## src/rtl/disp_pkg.sv

```systemverilog
// Shared types, defaults and the brightness-to-on-time helper for the display scan path.
package disp_pkg;

    localparam int NUM_DIGITS_DEF   = 8;
    localparam int DIGIT_W_DEF      = 4;
    localparam int PRESCALE_DEF     = 1000;
    localparam int BLANK_CYCLES_DEF = 16;

    typedef enum logic [1:0] {
        IDLE  = 2'd0,
        BLANK = 2'd1,
        DRIVE = 2'd2
    } disp_state_e;

    // Anode on-time in cycles: (b+1)/8 of the drive window, rounded down.
    function automatic int unsigned on_cycles(input int unsigned b,
                                              input int unsigned prescale,
                                              input int unsigned blank);
        return ((b + 1) * (prescale - blank)) >> 3;
    endfunction

endpackage

```

## src/rtl/disp_digit_buf.sv

```systemverilog
// Double-buffered digit store: shadow written by the host, active copied from shadow on apply.
module disp_digit_buf
    import disp_pkg::*;
#(
    parameter int NUM_DIGITS = NUM_DIGITS_DEF,
    parameter int DIGIT_W    = DIGIT_W_DEF,
    localparam int AW        = $clog2(NUM_DIGITS)
) (
    input  logic               clk,
    input  logic               rst,
    input  logic               wr_en,
    input  logic [AW-1:0]      wr_addr,
    input  logic [DIGIT_W-1:0] wr_data,
    input  logic               apply,
    input  logic [AW-1:0]      rd_addr,
    output logic [DIGIT_W-1:0] rd_data
);

    logic [DIGIT_W-1:0] shadow_q [NUM_DIGITS];
    logic [DIGIT_W-1:0] active_q [NUM_DIGITS];

    // The copy takes the pre-edge shadow, so a same-cycle write waits for the next apply.
    always_ff @(posedge clk) begin
        if (rst) begin
            for (int i = 0; i < NUM_DIGITS; i++) begin
                shadow_q[i] <= '0;
                active_q[i] <= '0;
            end
        end else begin
            if (apply) active_q <= shadow_q;
            if (wr_en) shadow_q[wr_addr] <= wr_data;
        end
    end

    assign rd_data = active_q[rd_addr];

endmodule

```

## src/rtl/disp_scan_ctrl.sv

```systemverilog
// Multiplexed display scan controller: slot/digit timing, dead-time blanking, PWM anode
// drive and tear-free frame commits.
module disp_scan_ctrl
    import disp_pkg::*;
#(
    parameter int NUM_DIGITS   = NUM_DIGITS_DEF,
    parameter int PRESCALE     = PRESCALE_DEF,
    parameter int BLANK_CYCLES = BLANK_CYCLES_DEF,
    parameter int DIGIT_W      = DIGIT_W_DEF,
    localparam int AW          = $clog2(NUM_DIGITS),
    localparam int SW          = $clog2(PRESCALE)
) (
    input  logic                  eclk,
    input  logic                  rst,
    input  logic                  en,
    input  logic                  wr_en,
    input  logic [AW-1:0]         wr_addr,
    input  logic [DIGIT_W-1:0]    wr_data,
    input  logic                  commit,
    input  logic [2:0]            brightness,
    output logic [AW-1:0]         digit_idx,
    output logic [DIGIT_W-1:0]    digit_val,
    output logic [NUM_DIGITS-1:0] an_sel,
    output logic                  frame_start,
    output logic                  commit_ack,
    output disp_state_e           state_dbg
);

    disp_state_e   state_q, state_d;
    logic [SW-1:0] slot_cnt_q, slot_cnt_d;
    logic [AW-1:0] digit_idx_q, digit_idx_d;
    logic [2:0]    b_lat_q, b_lat_d;
    logic          pending_q, pending_d;
    logic          commit_ack_q;
    logic          frame_wrap, apply;
    logic [31:0]   on_lim;

    always_ff @(posedge eclk) begin
        if (rst) begin
            state_q      <= IDLE;
            slot_cnt_q   <= '0;
            digit_idx_q  <= '0;
            b_lat_q      <= '0;
            pending_q    <= 1'b0;
            commit_ack_q <= 1'b0;
        end else begin
            state_q      <= state_d;
            slot_cnt_q   <= slot_cnt_d;
            digit_idx_q  <= digit_idx_d;
            b_lat_q      <= b_lat_d;
            pending_q    <= pending_d;
            commit_ack_q <= apply;
        end
    end

    always_comb begin
        state_d     = state_q;
        slot_cnt_d  = slot_cnt_q;
        digit_idx_d = digit_idx_q;
        case (state_q)
            IDLE: begin
                state_d     = BLANK;
                slot_cnt_d  = '0;
                digit_idx_d = '0;
            end
            BLANK: begin
                slot_cnt_d = slot_cnt_q + 1'b1;
                if (slot_cnt_q == SW'(BLANK_CYCLES - 1)) state_d = DRIVE;
            end
            DRIVE: begin
                if (slot_cnt_q == SW'(PRESCALE - 1)) begin
                    slot_cnt_d  = '0;
                    digit_idx_d = digit_idx_q + 1'b1;
                    state_d     = BLANK;
                end else begin
                    slot_cnt_d = slot_cnt_q + 1'b1;
                end
            end
            default: state_d = IDLE;
        endcase
        // Disable overrides everything: park the scan at digit 0, slot 0.
        if (!en) begin
            state_d     = IDLE;
            slot_cnt_d  = '0;
            digit_idx_d = '0;
        end
    end

    // Brightness is sampled only in slot 0 so an on-time never changes mid-slot.
    assign b_lat_d = (slot_cnt_q == '0) ? brightness : b_lat_q;

    assign frame_wrap = (state_q == DRIVE) && (slot_cnt_q == SW'(PRESCALE - 1)) &&
                        (digit_idx_q == AW'(NUM_DIGITS - 1));
    assign apply      = pending_q && ((state_q == IDLE) || frame_wrap);
    assign pending_d  = commit || (pending_q && !apply);

    assign on_lim = 32'(BLANK_CYCLES) + on_cycles(32'(b_lat_q), PRESCALE, BLANK_CYCLES);

    always_comb begin
        an_sel = '0;
        if (state_q == DRIVE && 32'(slot_cnt_q) < on_lim) an_sel[digit_idx_q] = 1'b1;
    end

    assign frame_start = (state_q != IDLE) && (slot_cnt_q == '0) && (digit_idx_q == '0);
    assign digit_idx   = digit_idx_q;
    assign commit_ack  = commit_ack_q;
    assign state_dbg   = state_q;

    disp_digit_buf #(
        .NUM_DIGITS (NUM_DIGITS),
        .DIGIT_W    (DIGIT_W)
    ) u_buf (
        .clk     (eclk),
        .rst     (rst),
        .wr_en   (wr_en),
        .wr_addr (wr_addr),
        .wr_data (wr_data),
        .apply   (apply),
        .rd_addr (digit_idx_q),
        .rd_data (digit_val)
    );

endmodule

```

## config.mk

```make
export PLATFORM = sky130hd
export DESIGN_NAME = disp_scan_ctrl
export DESIGN_NICKNAME = d
export VERILOG_FILES = /design/src/rtl/disp_pkg.sv /design/src/rtl/disp_digit_buf.sv /design/src/rtl/disp_scan_ctrl.sv
export SDC_FILE = /design/constraint.sdc
export NUM_CORES = 1
export LEC_CHECK = 0
export BUFFER_PORTS_ARGS = -buffer_cell sky130_fd_sc_hd__clkbuf_2
export CORE_ASPECT_RATIO = 0.5
export CORE_UTILIZATION = 60
export CTS_CLUSTER_DIAMETER = 50
export DETAILED_ROUTE_END_ITERATION = 8
export GPL_ROUTABILITY_DRIVEN = 0
export GPL_TIMING_DRIVEN = 0
export PLACE_DENSITY = 0.79
export SLEW_MARGIN = 20
export SYNTH_ARGS = -nofsm -noshare
export SYNTH_HDL_FRONTEND = slang
export SYNTH_SLANG_ARGS = --single-unit
```

## constraint.sdc

```tcl
create_clock -name eclk -period 5.34 [get_ports eclk]
set_input_delay 0.801 -clock eclk [delete_from_list [all_inputs] [get_ports eclk]]
set_output_delay 0.801 -clock eclk [all_outputs]
set_load 0.02 [all_outputs]
```

==> impl.org <==
** Yosys
- Post-Synthesis Cell Area :: 4740 µm²
- Cell type contributing the most total cell area after synthesis :: sky130_fd_sc_hd__dfxtp_1
- Number of warnings issued by yosys :: 0
- Mean cell area of the mapped netlist :: 8.98 µm²
- FF+latch count, synth :: 84
- Among all cell types in the netlist, the one instantiated most often is sky130_fd_sc_hd__dfxtp_1.
- For this run, the register share of the synthesized area comes to 35.5%.
- Cell count after synthesis :: 528
- Synthesis produced a netlist with a net count of 591.
- Cell types with the largest area share after synthesis :: sky130_fd_sc_hd__dfxtp_1 35%, sky130_fd_sc_hd__ha_1 12%, sky130_fd_sc_hd__mux2i_1 8.4%
- Area share of the largest cell type after synthesis :: 35.5%
- Number of synthesized flops with an enable pin :: 0
- The synthesized netlist contains 54 unique library cells.
- In the synthesized netlist the async set-or-reset flop fraction comes to 0%.
- Most used flip-flop cell after synthesis :: sky130_fd_sc_hd__dfxtp_1
- Top post-synthesis cells by count :: 84 x sky130_fd_sc_hd__dfxtp_1, 51 x sky130_fd_sc_hd__a21oi_1, 44 x sky130_fd_sc_hd__ha_1, 43 x sky130_fd_sc_hd__nor2_1, 40 x sky130_fd_sc_hd__mux2i_1

** Pwr
- Net switching power :: 485 µW
- Part of the total power dissipated in combinational logic :: 22.5%
- Of the total power, the share spent switching nets is 28.1%.
- Cell Int Power :: 1240 µW
- The clock network burns 40.1% of the power.
- In this run the power density over the cells is 302 nW/µm².
- Summed over all cells, the static leakage comes to 0.00224 µW.
- VDD sags by at most 0.211 mV.
- Sequential cells burn 37.4% of the power.

** Die
- The core region is 7490 µm².
- Chip width :: 128 µm
- From bottom edge to top edge, the die measures 64.9 µm.
- Number of standard-cell rows in the floorplan :: 22
- Floorplan die area :: 8280 µm²
- For this design the top-level I/O count stands at 34.
- Once the floorplan was initialized, standard cells occupied 63.3% of the core.

** Clock network
- Maximum clock insertion buffer count :: 2
- Clock tree from TritonCTS :: yes
- Clock-pin slew on the worst setup and hold paths :: 60 ps
- Root Buffer Master :: sky130_fd_sc_hd__clkbuf_16
- CTS sink cnt :: 84
- Level count of the clock H-tree :: 3
- TritonCTS created 9 clock buffers.
- Clock latency on the worst-skew pair, taken at its later pin, is 340 ps.
- In this run, post-CTS hold repair placed 0 buffers.

** Worst setup path
- STA classifies the critical path endpoint as a primary output.
- Reg-to-reg startpoint :: state_dbg[0]$_SDFFE_PP0P_
- For the worst flop-to-flop path, the logic depth is 7.
- Slack of the worst reg-to-reg path :: 3250 ps
- Worst Path Max Fanout :: 6
- Worst Path Arrival :: 4780 ps
- In this run the worst setup path terminates at an_sel[1].
- Crit path from :: b_lat_q[1]$_SDFFE_PP0N_
- The critical path is of the flip-flop to primary output type.
- The endpoint identified for the worst register-to-register timing path is u_buf.active_q[21]$_SDFFE_PP0P_.
- STA classifies the critical path startpoint as a flip-flop.
- Critical path required time :: 4540 ps

** Detailed routing
- Routed Wire Length :: 12100 µm
- Average wire length per cell after detail routing :: 17.5 µm
- Number of DRC violations after detailed-routing iteration 0 :: 391
- Dividing the detail-routed via count by the number of cells gives 6.02.
- Via count :: 4160
- DRC viols :: 0
- Number of iterations in the first detailed-routing pass :: 6
- The count of nets left with antenna violations once routing finished came out at 0.

** Cells and area
- In the final layout, the share of cells above drive strength 1 is 18.0%.
- Number of antenna cells inserted :: 0
- Final net count :: 641
- Final core utilization :: 76.1%
- The area growth from synthesis to layout is 20.1%.
- Final standard cell area without fillers :: 5690 µm²

** Place
- Half-perimeter wire length after placement :: 7730 µm
- Post-Place Cell Area :: 5000 µm²
- Before CTS, the worst setup slack after placement is -430 ps.
- During placement, the flow inserted port buffers numbering 25.

** Timing
- Crit share post-route :: 104%
- Worst Clk Skew :: 6.29 ps
- Total Neg Setup Slack :: -949 ps
- The worst path in the final design needs a cycle of 5580 ps, including I/O delays and setup.
- Final max-slew violation count :: 0
- Setup violations remaining at the end of the flow were counted as 8.
- Timing would allow up to 179 MHz.
- Headroom to the max-slew limit came out at 37.5%.
- At the pin with the least slew margin, the transition time is 930 ps.
- Setup repair after global routing missed its margin :: true
- Final hold vios :: 0
- Setup WS post-layout :: -237 ps

** Global route
- First-pass GRT wire length :: 18200 µm
- Residual overflow from global routing :: 0
- Vias in the first global route :: 3693
- In the global route stage, overall resource usage came out at 28.6%.
- The number of antenna violations at the first check in global routing was 0.
- Pin count of the biggest net entering global routing :: 16

** Outcome
- Violations in the final reports :: setup timing
- The flow ran to the end, but the final reports show violations.

** Hold path
- Min-Delay Path Class :: flip-flop to flip-flop

** Flow run
- Across the run, the number of max-cap violations was 0.
==> critical path: stages, from the launching register on <==
cell	delay (ps)
sky130_fd_sc_hd__dfxtp_4	390
sky130_fd_sc_hd__ha_4	160
sky130_fd_sc_hd__xor2_4	280
sky130_fd_sc_hd__ha_2	260
sky130_fd_sc_hd__xor2_1	190
sky130_fd_sc_hd__ha_2	220
sky130_fd_sc_hd__a21oi_2	50
sky130_fd_sc_hd__fa_1	490
sky130_fd_sc_hd__inv_1	90
sky130_fd_sc_hd__ha_2	230
sky130_fd_sc_hd__a21o_1	190
sky130_fd_sc_hd__a21oi_2	160
sky130_fd_sc_hd__xor2_1	90
sky130_fd_sc_hd__ha_1	320
sky130_fd_sc_hd__nand4_1	130
sky130_fd_sc_hd__a211o_1	350
sky130_fd_sc_hd__a31oi_4	330
sky130_fd_sc_hd__buf_4	200
sky130_fd_sc_hd__a21oi_1	90
sky130_fd_sc_hd__clkbuf_2	210
==> power by group through the flow <==
stage / logic [µW] / clock network [µW] / registers, µW
2_1_floorplan: 204 / 0 / 656
3_3_place_gp: 250 / 0 / 657
3_5_place_dp: 259 / 0 / 657
4_1_cts: 327 / 691 / 644
5_1_grt: 414 / 716 / 645
6_report: 387 / 691 / 644
==> logic make-up after synthesis <==
family	share of synthesized area (%)
adders and majority gates	13.3
muxes	11.5
AOI/OAI and AO/OA	16.3
buffers and inverters	5.15
DFF	35.5
and+or+nand+nor	15.5
xor gates and xnor gates	2.77
==> per-layer routing <==
| layer | global-route usage [%] | share of wire [%] |
|---|---|---|
| met1 | 37.8 | 46 |
| met2 | 48.0 | 47 |
| met3 | 5.70 | 5.5 |
| met4 | 8.38 | 1.8 |
| met5 | 0 | 0 |
==> stage by stage <==
| step | power [µW] | cells | hold slack [ps] |
|---|---|---|---|
| 2_1_floorplan | 860 | 528 | 443 |
| 3_3_place_gp | 907 | 661 | 461 |
| 3_5_place_dp | 916 | 661 | 464 |
| 4_1_cts | 1660 | 683 | 475 |
| 5_1_grt | 1770 | 691 | 497 |
| 6_report | 1720 | 691 | 480 |
==> sequential cells by signal (all words and copies together), names as in the netlist <==
name	flops
commit_ack	1
pending_q	1
digit_idx	3
b_lat_q	3
u_buf.active_q	32
u_buf.shadow_q	32
state_dbg	2
slot_cnt_q	10
==> final cells by class <==
cell class	instances	area, µm²
multi-input combinational	382	3040
tap	108	135
clock inverter	6	95.1
sequential	84	1690
inverter	28	116
timing repair buffer	39	241
fill	526	1790
clock buffer	10	239
buffer	34	139
==> worst min path at each step <==
stage                                            endpoint                            start  cells past startpoint  slack (ps)
final                     u_buf.active_q[24]$_SDFFE_PP0P_  u_buf.active_q[24]$_SDFFE_PP0P_                      2         480
after global routing      u_buf.active_q[17]$_SDFFE_PP0P_  u_buf.active_q[17]$_SDFFE_PP0P_                      2         500
after CTS                 u_buf.active_q[24]$_SDFFE_PP0P_  u_buf.active_q[24]$_SDFFE_PP0P_                      2         480
after detailed placement  u_buf.active_q[11]$_SDFFE_PP0P_  u_buf.shadow_q[11]$_SDFFE_PP0P_                      2         460
after global placement     u_buf.active_q[0]$_SDFFE_PP0P_   u_buf.active_q[0]$_SDFFE_PP0P_                      2         460
after floorplan           u_buf.active_q[12]$_SDFFE_PP0P_  u_buf.shadow_q[12]$_SDFFE_PP0P_                      2         440
==> cells in the final DEF, fill, tap and decap left out, types with 10 or more instances in the layout <==
| master | count |
|---|---|
| sky130_fd_sc_hd__inv_1 | 24 |
| sky130_fd_sc_hd__nor2_1 | 43 |
| sky130_fd_sc_hd__a21oi_1 | 49 |
| sky130_fd_sc_hd__xnor2_1 | 10 |
| sky130_fd_sc_hd__nand2_1 | 26 |
| sky130_fd_sc_hd__dfxtp_1 | 81 |
| sky130_fd_sc_hd__clkbuf_1 | 31 |
| sky130_fd_sc_hd__ha_1 | 32 |
| sky130_fd_sc_hd__buf_4 | 19 |
| sky130_fd_sc_hd__nand3_1 | 36 |
| sky130_fd_sc_hd__clkbuf_2 | 20 |
| sky130_fd_sc_hd__mux2i_1 | 40 |
| sky130_fd_sc_hd__o21ai_0 | 31 |
==> timing repair <==
item,in CTS,in global routing
pin swaps,8,14
resized for setup,28,22
setup endpoints to repair,8,8
setup buffers,6,8
Note: power is estimated with default switching activity, not from simulation.
